[config.mk]
export PLATFORM = sky130hd
export DESIGN_NAME = textmap_ctrl
export DESIGN_NICKNAME = d
export VERILOG_FILES = /design/src/rtl/textmap_ctrl.sv
export SDC_FILE = /design/constraint.sdc
export NUM_CORES = 1
export LEC_CHECK = 0
export BUFFER_PORTS_ARGS = -buffer_cell sky130_fd_sc_hd__buf_2
export CAP_MARGIN = 20
export CORE_ASPECT_RATIO = 2
export CORE_MARGIN = 3
export CORE_UTILIZATION = 40
export DETAILED_ROUTE_END_ITERATION = 8
export PLACE_DENSITY = 0.79
export SYNTH_ARGS = -nofsm -noshare
export SYNTH_HDL_FRONTEND = slang
export SYNTH_SLANG_ARGS = --single-unit
export TNS_END_PERCENT = 100
[constraint.sdc]
create_clock -name clk_sys -period 1.6 [get_ports clk_sys]
set_clock_uncertainty 0.1 [all_clocks]
set_input_delay 0.08 -clock clk_sys [delete_from_list [all_inputs] [get_ports clk_sys]]
set_output_delay 0.08 -clock clk_sys [all_outputs]
set_load 0.05 [all_outputs]
[src/rtl/textmap_ctrl.sv]
// Text-map clear/scroll engine sharing one memory port with a CPU that always wins arbitration.
// Define TEXTMAP_CTRL_SCROLL_EN to build the scroll engine (SCR_RD/SCR_WR/FILL); otherwise only clear and CPU access exist.
module textmap_ctrl #(
    parameter int TEXT_COLS = 84,
    parameter int TEXT_ROWS = 24,
    parameter int ADDRW     = 11,
    parameter int WORDW     = 16
) (
    input  logic             clk_sys,
    input  logic             rst_sys_n,
    input  logic             cmd_clear,
    input  logic             cmd_scroll,
    input  logic [WORDW-1:0] fill_word,
    output logic             busy,
    output logic             done,
    input  logic             cpu_req,
    input  logic             cpu_we,
    input  logic [ADDRW-1:0] cpu_addr,
    input  logic [WORDW-1:0] cpu_wdata,
    output logic             cpu_ack,
    output logic             cpu_rvalid,
    output logic [WORDW-1:0] cpu_rdata,
    output logic [ADDRW-1:0] mem_addr,
    output logic             mem_we,
    output logic [WORDW-1:0] mem_wdata,
    input  logic [WORDW-1:0] mem_rdata
);

    // state  | meaning
    // IDLE   | waiting for cmd_clear / cmd_scroll
    // CLEAR  | writing fill_word to every cell
    // SCR_RD | reading cell a+TEXT_COLS
    // SCR_WR | writing the captured word to cell a
    // FILL   | writing fill_word across the last row
`ifdef TEXTMAP_CTRL_SCROLL_EN
    typedef enum logic [2:0] {IDLE, CLEAR, SCR_RD, SCR_WR, FILL} state_t;
`else
    typedef enum logic [2:0] {IDLE, CLEAR} state_t;
`endif

    localparam int TOTAL = TEXT_COLS * TEXT_ROWS;
    localparam logic [ADDRW-1:0] CLR_LAST = ADDRW'(TOTAL - 1);

    state_t           state, state_nxt;
    logic [ADDRW-1:0] cnt, cnt_nxt;
    logic             done_nxt;
    logic             go;
    logic [ADDRW-1:0] eng_addr;
    logic             eng_we;
    logic [WORDW-1:0] eng_wdata;
    logic [WORDW-1:0] rdata_hold;

`ifdef TEXTMAP_CTRL_SCROLL_EN
    localparam logic [ADDRW-1:0] ROW_STEP  = ADDRW'(TEXT_COLS);
    localparam logic [ADDRW-1:0] COPY_LAST = ADDRW'(TEXT_COLS * (TEXT_ROWS - 1) - 1);
    localparam logic [ADDRW-1:0] LAST_ROW  = ADDRW'(TEXT_COLS * (TEXT_ROWS - 1));
    localparam logic [ADDRW-1:0] FILL_LAST = ADDRW'(TEXT_COLS - 1);

    logic             rd_pend;
    logic [WORDW-1:0] cap_data;
`else
    logic unused_scroll;
    assign unused_scroll = cmd_scroll;
`endif

    assign go   = ~cpu_req;
    assign busy = (state != IDLE);

    always_ff @(posedge clk_sys) begin
        if (!rst_sys_n) begin
            state      <= IDLE;
            cnt        <= '0;
            done       <= 1'b0;
            cpu_rvalid <= 1'b0;
            rdata_hold <= '0;
        end else begin
            state      <= state_nxt;
            cnt        <= cnt_nxt;
            done       <= done_nxt;
            cpu_rvalid <= cpu_req & ~cpu_we;
            if (cpu_rvalid)
                rdata_hold <= mem_rdata;
        end
    end

`ifdef TEXTMAP_CTRL_SCROLL_EN
    // The word read in SCR_RD arrives one cycle later; capture it then even if the CPU holds the port.
    always_ff @(posedge clk_sys) begin
        if (!rst_sys_n) begin
            rd_pend  <= 1'b0;
            cap_data <= '0;
        end else begin
            rd_pend <= (state == SCR_RD) && go;
            if (rd_pend)
                cap_data <= mem_rdata;
        end
    end
`endif

    assign cpu_rdata = cpu_rvalid ? mem_rdata : rdata_hold;

    always_comb begin
        state_nxt = state;
        cnt_nxt   = cnt;
        done_nxt  = 1'b0;
        eng_addr  = '0;
        eng_we    = 1'b0;
        eng_wdata = '0;
        unique case (state)
            IDLE: begin
                cnt_nxt = '0;
                if (cmd_clear)
                    state_nxt = CLEAR;
`ifdef TEXTMAP_CTRL_SCROLL_EN
                else if (cmd_scroll)
                    state_nxt = SCR_RD;
`endif
            end
            CLEAR: begin
                eng_addr  = cnt;
                eng_we    = 1'b1;
                eng_wdata = fill_word;
                if (go) begin
                    if (cnt == CLR_LAST) begin
                        state_nxt = IDLE;
                        cnt_nxt   = '0;
                        done_nxt  = 1'b1;
                    end else begin
                        cnt_nxt = cnt + 1'b1;
                    end
                end
            end
`ifdef TEXTMAP_CTRL_SCROLL_EN
            SCR_RD: begin
                eng_addr = cnt + ROW_STEP;
                if (go)
                    state_nxt = SCR_WR;
            end
            SCR_WR: begin
                eng_addr  = cnt;
                eng_we    = 1'b1;
                eng_wdata = rd_pend ? mem_rdata : cap_data;
                if (go) begin
                    if (cnt == COPY_LAST) begin
                        state_nxt = FILL;
                        cnt_nxt   = '0;
                    end else begin
                        state_nxt = SCR_RD;
                        cnt_nxt   = cnt + 1'b1;
                    end
                end
            end
            FILL: begin
                eng_addr  = LAST_ROW + cnt;
                eng_we    = 1'b1;
                eng_wdata = fill_word;
                if (go) begin
                    if (cnt == FILL_LAST) begin
                        state_nxt = IDLE;
                        cnt_nxt   = '0;
                        done_nxt  = 1'b1;
                    end else begin
                        cnt_nxt = cnt + 1'b1;
                    end
                end
            end
`endif
            default: state_nxt = IDLE;
        endcase
    end

    always_comb begin
        cpu_ack   = 1'b0;
        mem_addr  = '0;
        mem_we    = 1'b0;
        mem_wdata = '0;
        if (rst_sys_n) begin
            if (cpu_req) begin
                cpu_ack   = 1'b1;
                mem_addr  = cpu_addr;
                mem_we    = cpu_we;
                mem_wdata = cpu_wdata;
            end else begin
                mem_addr  = eng_addr;
                mem_we    = eng_we;
                mem_wdata = eng_wdata;
            end
        end
    end

endmodule

==> metrics.md <==
| Metric | Value |
|---|---|
| Crit path arrival time | `1400 ps` |
| Startpoint type of the worst setup path | `register` |
| Power Density | `about 780 nW/um^2` |
| Number of filler cells placed in the layout | `~310` |
| Area used by multi-input combinational logic | `920 sq um` |
| Initial Utilization | `42.1%` |
| Final number of max-transition violations | `0` |
| Unrepaired setup endpoints after global routing | `true` |
| Area growth, synth to finish | `64.8%` |
| Number of port buffers | `111` |
| Final count of negative-setup-slack endpoints | `0` |
| Count of unique library cells instantiated by Yosys | `34` |
| Vertical extent of the die | `94.1 um` |
| Path category of the worst min-delay check | `in2reg` |
| Fmax | `634 MHz` |
| Via count | `between 1500 and 2000` |
| Number of global-route vias before repair | `around 1600` |
| Antenna diode instance count | `0` |
| Number of buffers created by CTS | `5` |
| Die X-Extent | `around 50 um` |
| CTS sink cnt | `30` |
| Antenna violations before repair | `0` |
| Overall Global Routing Usage | `19.3%` |
| Dpl ws | `90.4 ps` |
| Worst Hold Path Cells | `3` |
| Fraction of layout instances using a drive strength above 1 | `62.9%` |
| Period utilization | `98.6%` |
| Endpoint required time on the critical path | `1420 ps` |
| Post-route worst hold slack | `between 40 and 50 ps` |
| Final min period | `1580 ps` |
| Hold Violations, Final | `0` |
| Std-Cell Rows | `31` |
| Startpoint-to-endpoint class of the critical path | `reg2out` |
| Max-slew headroom | `between 80 and 90%` |
| Detailed-router iteration count before antenna repair | `4` |
| Die footprint | `~4700 sq um` |
| Design area | `approximately 2600 sq um` |
| Global-route wire length before repair | `6940 um` |
| Worst-case clock buffer depth | `2` |
| Cell area after placement | `2200 sq um` |
| Total gr overflow | `0` |
| Maximum number of pins on one net before global-route repair | `29` |
| Yosys synthesis warning count | `0` |
| Static power due to leakage | `1.26 nW` |
| Overall routed net length | `4700 um` |
| Detailed placement HPWL | `3340 um` |
| Post-synthesis instance total | `approximately 160` |
| Kind of end point of the critical path | `output pin` |
| Number of register bits inferred by synthesis | `30` |
| Via-to-Cell Ratio | `5.11` |
| Ports | `approximately 110` |
| Result of the run | `complete, no violations` |
| Number of nets with antenna violations after detailed routing | `0` |
| Final setup margin | `21.7 ps` |
| Clock latency on the worst-skew pair | `around 280 ps` |
| Cell count of the worst reg-to-reg path | `5` |
| Area occupied by registers | `609 sq um` |
| # DRC | `0` |
| Register area share after synthesis | `38.7%` |
| Post-synthesis net count | `221` |
| Net count reported at finish | `340` |
| Post-synthesis cell area | `1550 sq um` |
| Global placement routability congestion | `0.776` |
| Worst-path fanout max | `14` |
| CTS Root Cell | `sky130_fd_sc_hd__clkbuf_8` |
| H-tree level count | `2` |
| Peak supply drop | `0.000581 V` |
| Util after Layout | `69.4%` |
| Core outline area | `approximately 3700 sq um` |
| Post-CTS clock slew at the launch and capture registers of the worst setup and hold paths | `60 ps` |
| Detailed-route wire length per cell | `14.5 um` |
| Max Cap Violations | `0` |
| Pin slew with the least headroom to its limit | `about 270 ps` |
| TritonCTS clock tree | `yes` |
| Mean area per synthesized cell | `10.0 sq um` |
| DRC violation total after the first TritonRoute iteration | `18` |
[cells by family (layout without fill, tap and decap cells)]
group / after synthesis / after routing / synth area share [%]
simple gates: 56 / 56 / 21.0
compound gates: 34 / 34 / 18.9
flops: 30 / 30 / 38.7
mux: 17 / 17 / 12.3
buf+inv: 10 / 130 / 4.44
xor+xnor: 7 / 7 / 3.95
fa+ha+maj: 1 / 1 / 0.806
[report_power, final]
group	leakage (nW)	switching, mW	internal, mW	total, mW
clock	0.0482	0.271	0.346	0.617
combinational	0.970	0.362	0.243	0.605
sequential	0.245	0.0140	0.766	0.780
[sequential cells by signal (all words and copies together) (netlist names)]
signal      cells
rdata_hold     16
cnt            11
cpu_rvalid      1
done            1
state           1
[layout make-up]
cell class                      instances  area share (%)
Multi-Input combinational cell        115            36.0
Timing Repair Buffer                  122            34.2
Sequential cell                        30            23.8
Clock buffer                            7            3.38
Tap cell                               49            2.40
Clock inverter                          1           0.196
[path summary, 6_finish.rpt]
check	from	endpoint	slack (ps)
min	mem_rdata[2]	rdata_hold[2]	50
max reg2reg	cnt[1]	state[0]	110
max	state[0]	mem_wdata[5]	20
min reg2reg	state[0]	state[0]	370
[cells in the mapped netlist]
library cell,instances,share of area (%)
sky130_fd_sc_hd__mux2i_1,1,0.65
sky130_fd_sc_hd__nand4_1,3,1.2
sky130_fd_sc_hd__nand3_1,1,0.32
sky130_fd_sc_hd__ha_1,1,0.81
sky130_fd_sc_hd__xor2_1,7,4.0
sky130_fd_sc_hd__nand3b_1,2,0.97
sky130_fd_sc_hd__a21oi_1,2,0.65
sky130_fd_sc_hd__and3_2,1,0.48
sky130_fd_sc_hd__and3_1,1,0.40
sky130_fd_sc_hd__dfxtp_1,30,39
sky130_fd_sc_hd__mux2_2,16,12
sky130_fd_sc_hd__a21o_4,1,0.97
sky130_fd_sc_hd__nand2_1,10,2.4
sky130_fd_sc_hd__nor3_1,1,0.32
sky130_fd_sc_hd__nor2_1,10,2.4
sky130_fd_sc_hd__nor2b_1,2,0.81
sky130_fd_sc_hd__buf_2,4,1.3
sky130_fd_sc_hd__buf_4,1,0.48
sky130_fd_sc_hd__and4_1,1,0.56
sky130_fd_sc_hd__and2_1,18,7.3
sky130_fd_sc_hd__a21boi_2,1,0.73
sky130_fd_sc_hd__nor2_4,1,0.73
sky130_fd_sc_hd__a21o_1,1,0.48
sky130_fd_sc_hd__a22o_2,1,0.65
sky130_fd_sc_hd__nand4b_1,1,0.56
sky130_fd_sc_hd__and4b_4,1,0.89
sky130_fd_sc_hd__and4_4,1,0.73
sky130_fd_sc_hd__and2b_1,1,0.48
sky130_fd_sc_hd__clkbuf_1,2,0.48
sky130_fd_sc_hd__a22o_1,26,15
sky130_fd_sc_hd__a31oi_1,1,0.40
sky130_fd_sc_hd__buf_6,3,2.2
sky130_fd_sc_hd__o21ai_1,1,0.32
sky130_fd_sc_hd__nand2_2,1,0.40
[cells in the final DEF (no fill, tap or decap), types with 2 or more instances in the layout]
cell / netlist / final
sky130_fd_sc_hd__a22o_1: 26 / 8
sky130_fd_sc_hd__dlygate4sd3_1: 0 / 2
sky130_fd_sc_hd__nand2_1: 10 / 10
sky130_fd_sc_hd__nand3b_1: 2 / 2
sky130_fd_sc_hd__buf_8: 0 / 4
sky130_fd_sc_hd__nor2b_1: 2 / 2
sky130_fd_sc_hd__nor2_1: 10 / 10
sky130_fd_sc_hd__mux2_2: 16 / 16
sky130_fd_sc_hd__xor2_1: 7 / 7
sky130_fd_sc_hd__and2_1: 18 / 18
sky130_fd_sc_hd__buf_2: 4 / 83
sky130_fd_sc_hd__dfxtp_1: 30 / 27
sky130_fd_sc_hd__clkbuf_8: 0 / 6
sky130_fd_sc_hd__nand4_1: 3 / 3
sky130_fd_sc_hd__a22o_2: 1 / 18
sky130_fd_sc_hd__buf_4: 1 / 6
sky130_fd_sc_hd__buf_12: 0 / 2
sky130_fd_sc_hd__dfxtp_4: 0 / 2
sky130_fd_sc_hd__a21oi_1: 2 / 2
sky130_fd_sc_hd__buf_6: 3 / 24
[metal layers]
metal,GRT usage [%],share of wire [%],up-vias
met2,37.6,53,110
met3,4.77,9.9,10
met1,17.6,35,736
met5,0,0,-
met4,9.70,2.6,0
li1,-,-,799
[critical path, cell delays in order (launching register included)]
cell,delay (ps)
sky130_fd_sc_hd__dfxtp_4,370
sky130_fd_sc_hd__nand2_4,60
sky130_fd_sc_hd__nor2_4,170
sky130_fd_sc_hd__buf_12,170
sky130_fd_sc_hd__a22o_1,180
sky130_fd_sc_hd__buf_6,170
[through the flow]
| step | TNS [ps] | total power, mW | cells |
|---|---|---|---|
| after floorplan | -439 | 1.16 | 155 |
| after global placement | 0 | 1.31 | 311 |
| after detailed placement | 0 | 1.32 | 311 |
| after CTS | 0 | 1.97 | 321 |
| after global routing | -342 | 2.09 | 324 |
| final | 0 | 2.00 | 324 |
[what timing repair did]
action | in CTS | in global routing
endpoints found under the hold margin | 2 | 0
pin swaps | 0 | 1
setup endpoints to repair | 27 | 38
setup buffers | 0 | 1
hold buffers | 2 | 0
gates resized for setup | 27 | 38
cloned | 0 | 2
Power figures use the tool's default switching activity.
